`config.mk`:
```
export PLATFORM = sky130hd
export DESIGN_NAME = i2c_codec_init_seq_flat
export DESIGN_NICKNAME = d
export VERILOG_FILES = /design/src/rtl/i2c_codec_init_seq_if.sv /design/src/rtl/i2c_codec_init_seq.sv /design/src/flat_wrapper.sv
export SDC_FILE = /design/constraint.sdc
export NUM_CORES = 1
export LEC_CHECK = 0
export CAP_MARGIN = 10
export CORE_ASPECT_RATIO = 1.1
export CORE_MARGIN = 2
export CORE_UTILIZATION = 41
export CTS_CLUSTER_SIZE = 30
export DETAILED_ROUTE_END_ITERATION = 10
export PLACE_DENSITY = 0.74
export SYNTH_ARGS = -nofsm -noshare
export SYNTH_HDL_FRONTEND = slang
export SYNTH_SLANG_ARGS = --single-unit
```
`constraint.sdc`:
```
create_clock -name i_clk -period 1.7 [get_ports i_clk]
set_input_delay 0.34 -clock i_clk [delete_from_list [all_inputs] [get_ports i_clk]]
set_output_delay 0.34 -clock i_clk [all_outputs]
set_load 0.1 [all_outputs]
```
`src/rtl/i2c_codec_init_seq_if.sv`:
```
// i2c_codec_init_seq_if
// Handshake and command bus between the codec init sequencer, the I2C write
// engine and the audio top level. The sequencer uses the master modport.
interface i2c_codec_init_seq_if;
    logic        i_start;
    logic        i_i2c_finished;
    logic        o_i2c_start;
    logic [6:0]  o_addr;
    logic        o_rw;
    logic [15:0] o_reg_data;
    logic [2:0]  o_cmd_idx;
    logic        o_busy;
    logic        o_finished;
    logic        o_error;

    modport master (
        input  i_start,
        input  i_i2c_finished,
        output o_i2c_start,
        output o_addr,
        output o_rw,
        output o_reg_data,
        output o_cmd_idx,
        output o_busy,
        output o_finished,
        output o_error
    );

    modport slave (
        output i_start,
        output i_i2c_finished,
        input  o_i2c_start,
        input  o_addr,
        input  o_rw,
        input  o_reg_data,
        input  o_cmd_idx,
        input  o_busy,
        input  o_finished,
        input  o_error
    );
endinterface

```
`src/rtl/i2c_codec_init_seq.sv`:
```
// i2c_codec_init_seq
// Walks the fixed 7-word WM8731 configuration table, issuing one start pulse
// per word to the I2C write engine, waiting for its finished pulse and then
// idling GAP_CYCLES before the next word. Reports completion on o_finished.
// Optional macro I2C_INIT_TIMEOUT_EN: per-command timeout with MAX_RETRY
// reissues, then S_ERR / o_error. Without it S_WAIT waits indefinitely.
module i2c_codec_init_seq #(
    parameter logic [6:0]  I2C_ADDR       = 7'h1A,
    parameter int unsigned GAP_CYCLES     = 4
`ifdef I2C_INIT_TIMEOUT_EN
    ,
    parameter int unsigned TIMEOUT_CYCLES = 1024,
    parameter int unsigned MAX_RETRY      = 3
`endif
) (
    input  logic                 i_clk,
    input  logic                 i_rst,
    i2c_codec_init_seq_if.master bus
);

    typedef enum logic [2:0] {
        S_IDLE,
        S_START,
        S_WAIT,
        S_GAP,
        S_DONE,
        S_ERR
    } state_t;

    localparam logic [2:0]       LAST_IDX = 3'd6;
    localparam int unsigned      GAP_W    = (GAP_CYCLES > 1) ? $clog2(GAP_CYCLES) : 1;
    localparam logic [GAP_W-1:0] GAP_LAST = GAP_W'(GAP_CYCLES - 1);

`ifdef I2C_INIT_TIMEOUT_EN
    localparam int unsigned        TO_W      = (TIMEOUT_CYCLES > 1) ? $clog2(TIMEOUT_CYCLES) : 1;
    localparam logic [TO_W-1:0]    TO_LAST   = TO_W'(TIMEOUT_CYCLES - 1);
    localparam int unsigned        RETRY_W   = (MAX_RETRY > 0) ? $clog2(MAX_RETRY + 1) : 1;
    localparam logic [RETRY_W-1:0] RETRY_MAX = RETRY_W'(MAX_RETRY);
`endif

    // WM8731 configuration table: {7-bit register address, 9-bit data}
    function automatic logic [15:0] cmd_word(input logic [2:0] idx);
        case (idx)
            3'd0:    cmd_word = 16'h1E00; // reset
            3'd1:    cmd_word = 16'h0815; // analogue path
            3'd2:    cmd_word = 16'h0A00; // digital path
            3'd3:    cmd_word = 16'h0C00; // power down off
            3'd4:    cmd_word = 16'h0E42; // format: master, I2S, 16-bit
            3'd5:    cmd_word = 16'h1019; // sampling
            3'd6:    cmd_word = 16'h1201; // active
            default: cmd_word = 16'h0000;
        endcase
    endfunction

    state_t           state_q, state_d;
    logic [2:0]       idx_q, idx_d;
    logic [15:0]      data_q, data_d;
    logic [GAP_W-1:0] gap_q, gap_d;
    logic             start_q, busy_q, fin_q;
`ifdef I2C_INIT_TIMEOUT_EN
    logic [TO_W-1:0]    to_q, to_d;
    logic [RETRY_W-1:0] retry_q, retry_d;
    logic               err_q;
`endif

    // Next-state, command index/word and counter updates
    always_comb begin
        state_d = state_q;
        idx_d   = idx_q;
        data_d  = data_q;
        gap_d   = gap_q;
`ifdef I2C_INIT_TIMEOUT_EN
        to_d    = to_q;
        retry_d = retry_q;
`endif
        case (state_q)
            S_IDLE, S_DONE, S_ERR: begin
                if (bus.i_start) begin
                    idx_d   = '0;
                    data_d  = cmd_word(3'd0);
                    state_d = S_START;
`ifdef I2C_INIT_TIMEOUT_EN
                    retry_d = '0;
`endif
                end
            end
            S_START: begin
                state_d = S_WAIT;
`ifdef I2C_INIT_TIMEOUT_EN
                to_d    = '0;
`endif
            end
            S_WAIT: begin
                if (bus.i_i2c_finished) begin
                    if (idx_q == LAST_IDX) begin
                        state_d = S_DONE;
                    end else begin
                        idx_d   = idx_q + 3'd1;
                        data_d  = cmd_word(idx_q + 3'd1);
                        gap_d   = '0;
                        state_d = (GAP_CYCLES == 0) ? S_START : S_GAP;
`ifdef I2C_INIT_TIMEOUT_EN
                        retry_d = '0;
`endif
                    end
                end
`ifdef I2C_INIT_TIMEOUT_EN
                else if (to_q == TO_LAST) begin
                    // Reissue the same word; o_reg_data and idx stay put
                    if (retry_q == RETRY_MAX) begin
                        state_d = S_ERR;
                    end else begin
                        retry_d = retry_q + 1'b1;
                        state_d = S_START;
                    end
                end else begin
                    to_d = to_q + 1'b1;
                end
`endif
            end
            S_GAP: begin
                if (gap_q == GAP_LAST) begin
                    state_d = S_START;
                end else begin
                    gap_d = gap_q + 1'b1;
                end
            end
            default: state_d = S_IDLE;
        endcase
    end

    // State, datapath and output registers; outputs decode the next state
    // so each one is a flop aligned with the state it reports
    always_ff @(posedge i_clk or posedge i_rst) begin
        if (i_rst) begin
            state_q <= S_IDLE;
            idx_q   <= '0;
            data_q  <= '0;
            gap_q   <= '0;
            start_q <= 1'b0;
            busy_q  <= 1'b0;
            fin_q   <= 1'b0;
`ifdef I2C_INIT_TIMEOUT_EN
            to_q    <= '0;
            retry_q <= '0;
            err_q   <= 1'b0;
`endif
        end else begin
            state_q <= state_d;
            idx_q   <= idx_d;
            data_q  <= data_d;
            gap_q   <= gap_d;
            start_q <= (state_d == S_START);
            busy_q  <= (state_d == S_START) || (state_d == S_WAIT) || (state_d == S_GAP);
            fin_q   <= (state_d == S_DONE);
`ifdef I2C_INIT_TIMEOUT_EN
            to_q    <= to_d;
            retry_q <= retry_d;
            err_q   <= (state_d == S_ERR);
`endif
        end
    end

    assign bus.o_i2c_start = start_q;
    assign bus.o_addr      = I2C_ADDR;
    assign bus.o_rw        = 1'b0;
    assign bus.o_reg_data  = data_q;
    assign bus.o_cmd_idx   = idx_q;
    assign bus.o_busy      = busy_q;
    assign bus.o_finished  = fin_q;
`ifdef I2C_INIT_TIMEOUT_EN
    assign bus.o_error     = err_q;
`else
    assign bus.o_error     = 1'b0;
`endif

endmodule

```
`src/flat_wrapper.sv`:
```
// flat-port wrapper written by rule: the top's interface ports become plain ports
module i2c_codec_init_seq_flat 
#(
    parameter logic [6:0]  I2C_ADDR       = 7'h1A,
    parameter int unsigned GAP_CYCLES     = 4

)
  (i_clk, i_rst, bus_i_start, bus_i_i2c_finished, bus_o_i2c_start, bus_o_addr, bus_o_rw, bus_o_reg_data, bus_o_cmd_idx, bus_o_busy, bus_o_finished, bus_o_error);
  i2c_codec_init_seq_if bus_i ();
  input  logic i_clk;
  input  logic i_rst;
  input wire logic [$bits(bus_i.i_start)-1:0] bus_i_start;
  input wire logic [$bits(bus_i.i_i2c_finished)-1:0] bus_i_i2c_finished;
  output wire logic [$bits(bus_i.o_i2c_start)-1:0] bus_o_i2c_start;
  output wire logic [$bits(bus_i.o_addr)-1:0] bus_o_addr;
  output wire logic [$bits(bus_i.o_rw)-1:0] bus_o_rw;
  output wire logic [$bits(bus_i.o_reg_data)-1:0] bus_o_reg_data;
  output wire logic [$bits(bus_i.o_cmd_idx)-1:0] bus_o_cmd_idx;
  output wire logic [$bits(bus_i.o_busy)-1:0] bus_o_busy;
  output wire logic [$bits(bus_i.o_finished)-1:0] bus_o_finished;
  output wire logic [$bits(bus_i.o_error)-1:0] bus_o_error;
  assign bus_i.i_start = bus_i_start;
  assign bus_i.i_i2c_finished = bus_i_i2c_finished;
  assign bus_o_i2c_start = bus_i.o_i2c_start;
  assign bus_o_addr = bus_i.o_addr;
  assign bus_o_rw = bus_i.o_rw;
  assign bus_o_reg_data = bus_i.o_reg_data;
  assign bus_o_cmd_idx = bus_i.o_cmd_idx;
  assign bus_o_busy = bus_i.o_busy;
  assign bus_o_finished = bus_i.o_finished;
  assign bus_o_error = bus_i.o_error;
  i2c_codec_init_seq #(.I2C_ADDR(I2C_ADDR), .GAP_CYCLES(GAP_CYCLES)) u_core (.i_clk(i_clk), .i_rst(i_rst), .bus(bus_i));
endmodule
```
After elaboration in Yosys (flattened, before gate mapping)
Cells that the tools add are included.
W data, S select, Z words.
- ROM bits: 0
- bits in latches: 0
- RAM bits: 0
- register bits: 27
- memories kept: 0
- shift operators: 0
- $lt $le $gt $ge: 0
- mux-type cells: 18
- reductions and logical operators: 9
- divide/modulo/power cells: 0
- $mul: 0
- bitwise logic cells: 0
- equality and inequality tests: 21
- add/sub/neg operators: 2
- operators with widths (cell ; number):
    $pmux W13 S7 ; 1
    $mux W16 ; 3
    $pmux W16 S2 ; 1
    $eq A3 B3 Y1 const B ; 7
    $mux W3 ; 7
    $eq A3 B2 Y1 const B ; 6
    $pmux W3 S4 ; 1
    $eq A3 B1 Y1 const B ; 3
    $ne A2 B2 Y1 const B ; 4
    $reduce_and A4 Y1 ; 2
    $logic_not A3 Y1 ; 2
    $mux W2 ; 3
    $pmux W3 S2 ; 1
    $pmux W2 S2 ; 1
    $reduce_bool A2 Y1 ; 2
    $add A3 B1 Y3 const B ; 1
    $reduce_or A3 Y1 ; 1
    $add A2 B1 Y2 const B ; 1
    $eq A2 B2 Y1 const B ; 1
    $logic_or A1 B1 Y1 ; 2

Longest topological paths before layout
- depth in word-level cells: 7
- mapped depth: 7
- mapped depth without buffers: 6

Least setup slack after synthesis
OpenSTA, ideal clock, no wires.
- path type: register to register
- from: reg u_core.idx_q[1], in the netlist u_core.bus.o_cmd_idx[1]
- to: reg u_core.data_q[11], in the netlist u_core.bus.o_reg_data[11]
- cell stages (with the launch flop): 6
- arrival: 2.253 ns
- required time: 1.574 ns
- path slack: -0.679 ns
- clock period less this slack: 2.379 ns
- cell sequence: dfrtp_1 > ha_1 > ha_1 > a211oi_1 > nand3_1 > mux2_2
- cells in the longest elaborated chain, start to end: 6
- ends and longest elaborated chain (element ; line ; text):
    from (decl) ; i2c_codec_init_seq.sv:56 ; logic [2:0] idx_q, idx_d;
    from (signal assigned) ; i2c_codec_init_seq.sv:150 ; idx_q <= idx_d;
    $add A3 B1 Y3 ; i2c_codec_init_seq.sv:99 ; data_d = cmd_word(idx_q + 3'd1);
    $eq A3 B3 Y1 (tied with other cells) ; i2c_codec_init_seq.sv:43 ; case (idx)
    $pmux W13 S7 ; i2c_codec_init_seq.sv:43 ;
    $mux W16 ; i2c_codec_init_seq.sv:95 ; if (idx_q == LAST_IDX) begin
    $mux W16 ; i2c_codec_init_seq.sv:94 ; if (bus.i_i2c_finished) begin
    $pmux W16 S2 ; i2c_codec_init_seq.sv:76 ; case (state_q)
    to (signal assigned) ; i2c_codec_init_seq.sv:151 ; data_q <= data_d;
    to (decl) ; i2c_codec_init_seq.sv:57 ; logic [15:0] data_q, data_d;
Parallel ways exist; a longest one is shown, timed or not. The select of a mux whose other input is x is not followed.
A chain may end at the register's enable or synchronous reset.

Worst setup path after layout
- from: reg u_core.idx_q[0], in the netlist u_core.bus.o_cmd_idx[0]
- to: reg u_core.data_q[11], in the netlist u_core.bus.o_reg_data[11]
The elaborated chain is that of the path after synthesis.

==> impl_metrics.tcl <==
set metrics [dict create \
    post-route-period-util 1.05 \
    cp_data_arrival_time_ns 1.97 \
    yosysSeqAreaShare 0.440 \
    finalSetupViolCount 2 \
    synthToLayoutAreaGrowth_pct 43.3 \
    hold_ws_ns 0.360 \
    slew_viol_final 0 \
    clk_pin_slew_ns 0.11 \
    h-tree-depth 1 \
    antenna_cells 0 \
    die_x_um 54.2 \
    die_y_um 59.3 \
    nets 148 \
    place.gp.congestion 0.912 \
    path_cells "ha_4 > ha_4 > nor2b_4 > a211oi_4 > nand3_1 > mux2_4" \
    io_buffers 19 \
    pre_cts_slack_ns -0.0322 \
    finalNonFillerCells 168 \
    worst-endpoint-required_ns 1.89 \
    dp_hpwl_mm 1.59 \
    skew_ns 0.00444 \
    rsz0062_at_grt "yes" \
    grt_pass1_wl_mm 3.37 \
    grt_use_met1 0.180 \
    firstDrtPassIters 4 \
    fin_util 0.604 \
    crit_top_cell "ha_4" \
    async_flop_share 1.00 \
    antenna_found_initial 0 \
    num_vias 823 \
    hold_violations 0 \
    ant_nets 0 \
    route.detailed.drc 0 \
    grt_pass1_vias 749 \
    core_sq_um 2700 \
    postLayoutSetupSlackWorst_ns -0.0796 \
    cts_tree "built" \
    synth_seq_cells 20 \
    start_util 0.421 \
    wl_per_cell_um 12.7 \
    yosys.cell_types.count 34 \
    synthCells 106 \
    postSynthAreaPerCell_sq_um 10.7 \
    cap_violations 0 \
    slowest_delay_ns 0.52 \
    totalWireLength_mm 2.14 \
    io_pins 35 \
    vias_per_cell 4.90 \
    dieArea_sq_um 3220 \
    grt_overflow 0 \
    dr.first_iter.drc_count 16 \
    status "finished with violations" \
    ctsRootBufferMaster "clkbuf_4" \
    yosysWarnings 0 \
    grt_busiest_layer "met2" \
    synth_edf_count 0 \
    dpl.cell_count 160 \
    final_common_cell "dfrtp_1" \
    syn_area_sq_um 1140 \
    grt_util_all_layers 0.144 \
    layout-drive-gt1-share 0.370 \
    grt_use_met3 0.0253 \
    timing.fmax_mhz 562 \
    clk_latency_ns 0.29 \
    row_count 20 \
    cts_sinks 20 \
    met2_usage 0.246 \
    grt_max_degree 21 \
    hp-class "input pin to asynchronous set/reset pin" \
    synthFlopType "dfrtp_1" \
    clk_path_buf_depth 2 \
    failed_checks "setup timing" \
    crit_fanout 4 \
    crit_path_start_kind "register" \
    cp-end-kind "register" \
    final_cell_mix "17 x dfrtp_1, 16 x buf_12, 15 x conb_1" \
    period_needed_ns 1.78 \
    cpMaxStageDelayCell "dfrtp_4" \
    hold_buffers 0 \
    critPathKind "register to register" \
    cts_buffers 3 \
]
## path summary, 6_finish.rpt
check,startpoint,end,slack (ns),depth (start not counted)
max in group asynchronous,i_rst,u_core.bus.o_cmd_idx[2],1.11,3
min in group i_clk,u_core.gap_q[0],u_core.gap_q[0],0.52,1
max,u_core.bus.o_cmd_idx[0],u_core.bus.o_reg_data[11],-0.08,6
max reg2reg,u_core.bus.o_cmd_idx[0],u_core.bus.o_reg_data[11],-0.08,6
min reg2reg,u_core.gap_q[0],u_core.gap_q[0],0.52,1
min,i_rst,u_core.state_q[2],0.36,3
## cell usage after synthesis (2+ instances only)
library cell / n / area (sq um)
dfrtp_1: 20 / 500
buf_4: 16 / 120
ha_1: 8 / 100
inv_1: 7 / 26.3
nand2_1: 7 / 26.3
nand3_1: 6 / 30.0
o21ai_0: 6 / 30.0
a22o_1: 3 / 26.3
a211oi_1: 2 / 15.0
a21oi_1: 2 / 10.0
conb_1: 2 / 7.51
mux2_2: 2 / 22.5
nor2_1: 2 / 7.51
nor2b_1: 2 / 12.5
o21ai_1: 2 / 10.0
## stage by stage
| stage | instance area (sq um) | setup TNS, ns |
|---|---|---|
| floorplan | 1230 | -0.571 |
| global placement | 1540 | 0 |
| detailed placement | 1540 | -0.0643 |
| CTS | 1590 | -0.0545 |
| global route | 1630 | -0.396 |
| finish | 1630 | -0.111 |
## routing by layer
layer  vias to the layer above  wire (um)
met4                         0         17
met5                         -          0
met3                         2        102
met1                       401        818
li1                        391          -
met2                        29       1200
## worst max-delay path, delay by kind of cell (launching register included)
family | cells | cell delay [ns]
fa+ha+maj | 2 | 0.48
flops | 1 | 0.52
compound gates | 1 | 0.24
mux | 1 | 0.27
simple gates | 2 | 0.15
## timing repair
item                       CTS  global route
pin swaps                    0             5
gates resized for setup      2             7
setup endpoints to repair    7            15
hold endpoints to repair     0             0
buffers inserted             2             1
cloned                       0             1
## kinds of logic (layout without fill, tap and decap cells)
group	Yosys count	after routing	share of synthesized area
buffers and inverters	24	40	0.138
and+or+nand+nor	25	25	0.133
adders and majority gates	8	8	0.0879
muxes	3	3	0.0286
other	2	15	0.00660
DFF	20	20	0.440
xor gates and xnor gates	1	1	0.00769
AOI/OAI and AO/OA	23	23	0.158
## sequential cells by signal (all words and copies together) (netlist names)
register	flops
u_core.state_q	3
u_core.bus.o_cmd_idx	3
u_core.gap_q	2
u_core.bus.o_reg_data	9
u_core.bus.o_finished	1
u_core.bus.o_i2c_start	1
u_core.bus.o_busy	1
## final cells by class
| cell class | count | area (sq um) |
|---|---|---|
| Timing Repair Buffer | 29 | 427 |
| Inverter | 7 | 26.3 |
| Fill cell | 222 | 1070 |
| Sequential cell | 20 | 512 |
| Multi-Input combinational cell | 75 | 599 |
| Tap cell | 33 | 41.3 |
| Clock buffer | 4 | 26.3 |
Power is left out: the tool's default activity adds up to more than one toggle a clock period on the data nets, which glitch-free logic cannot reach.
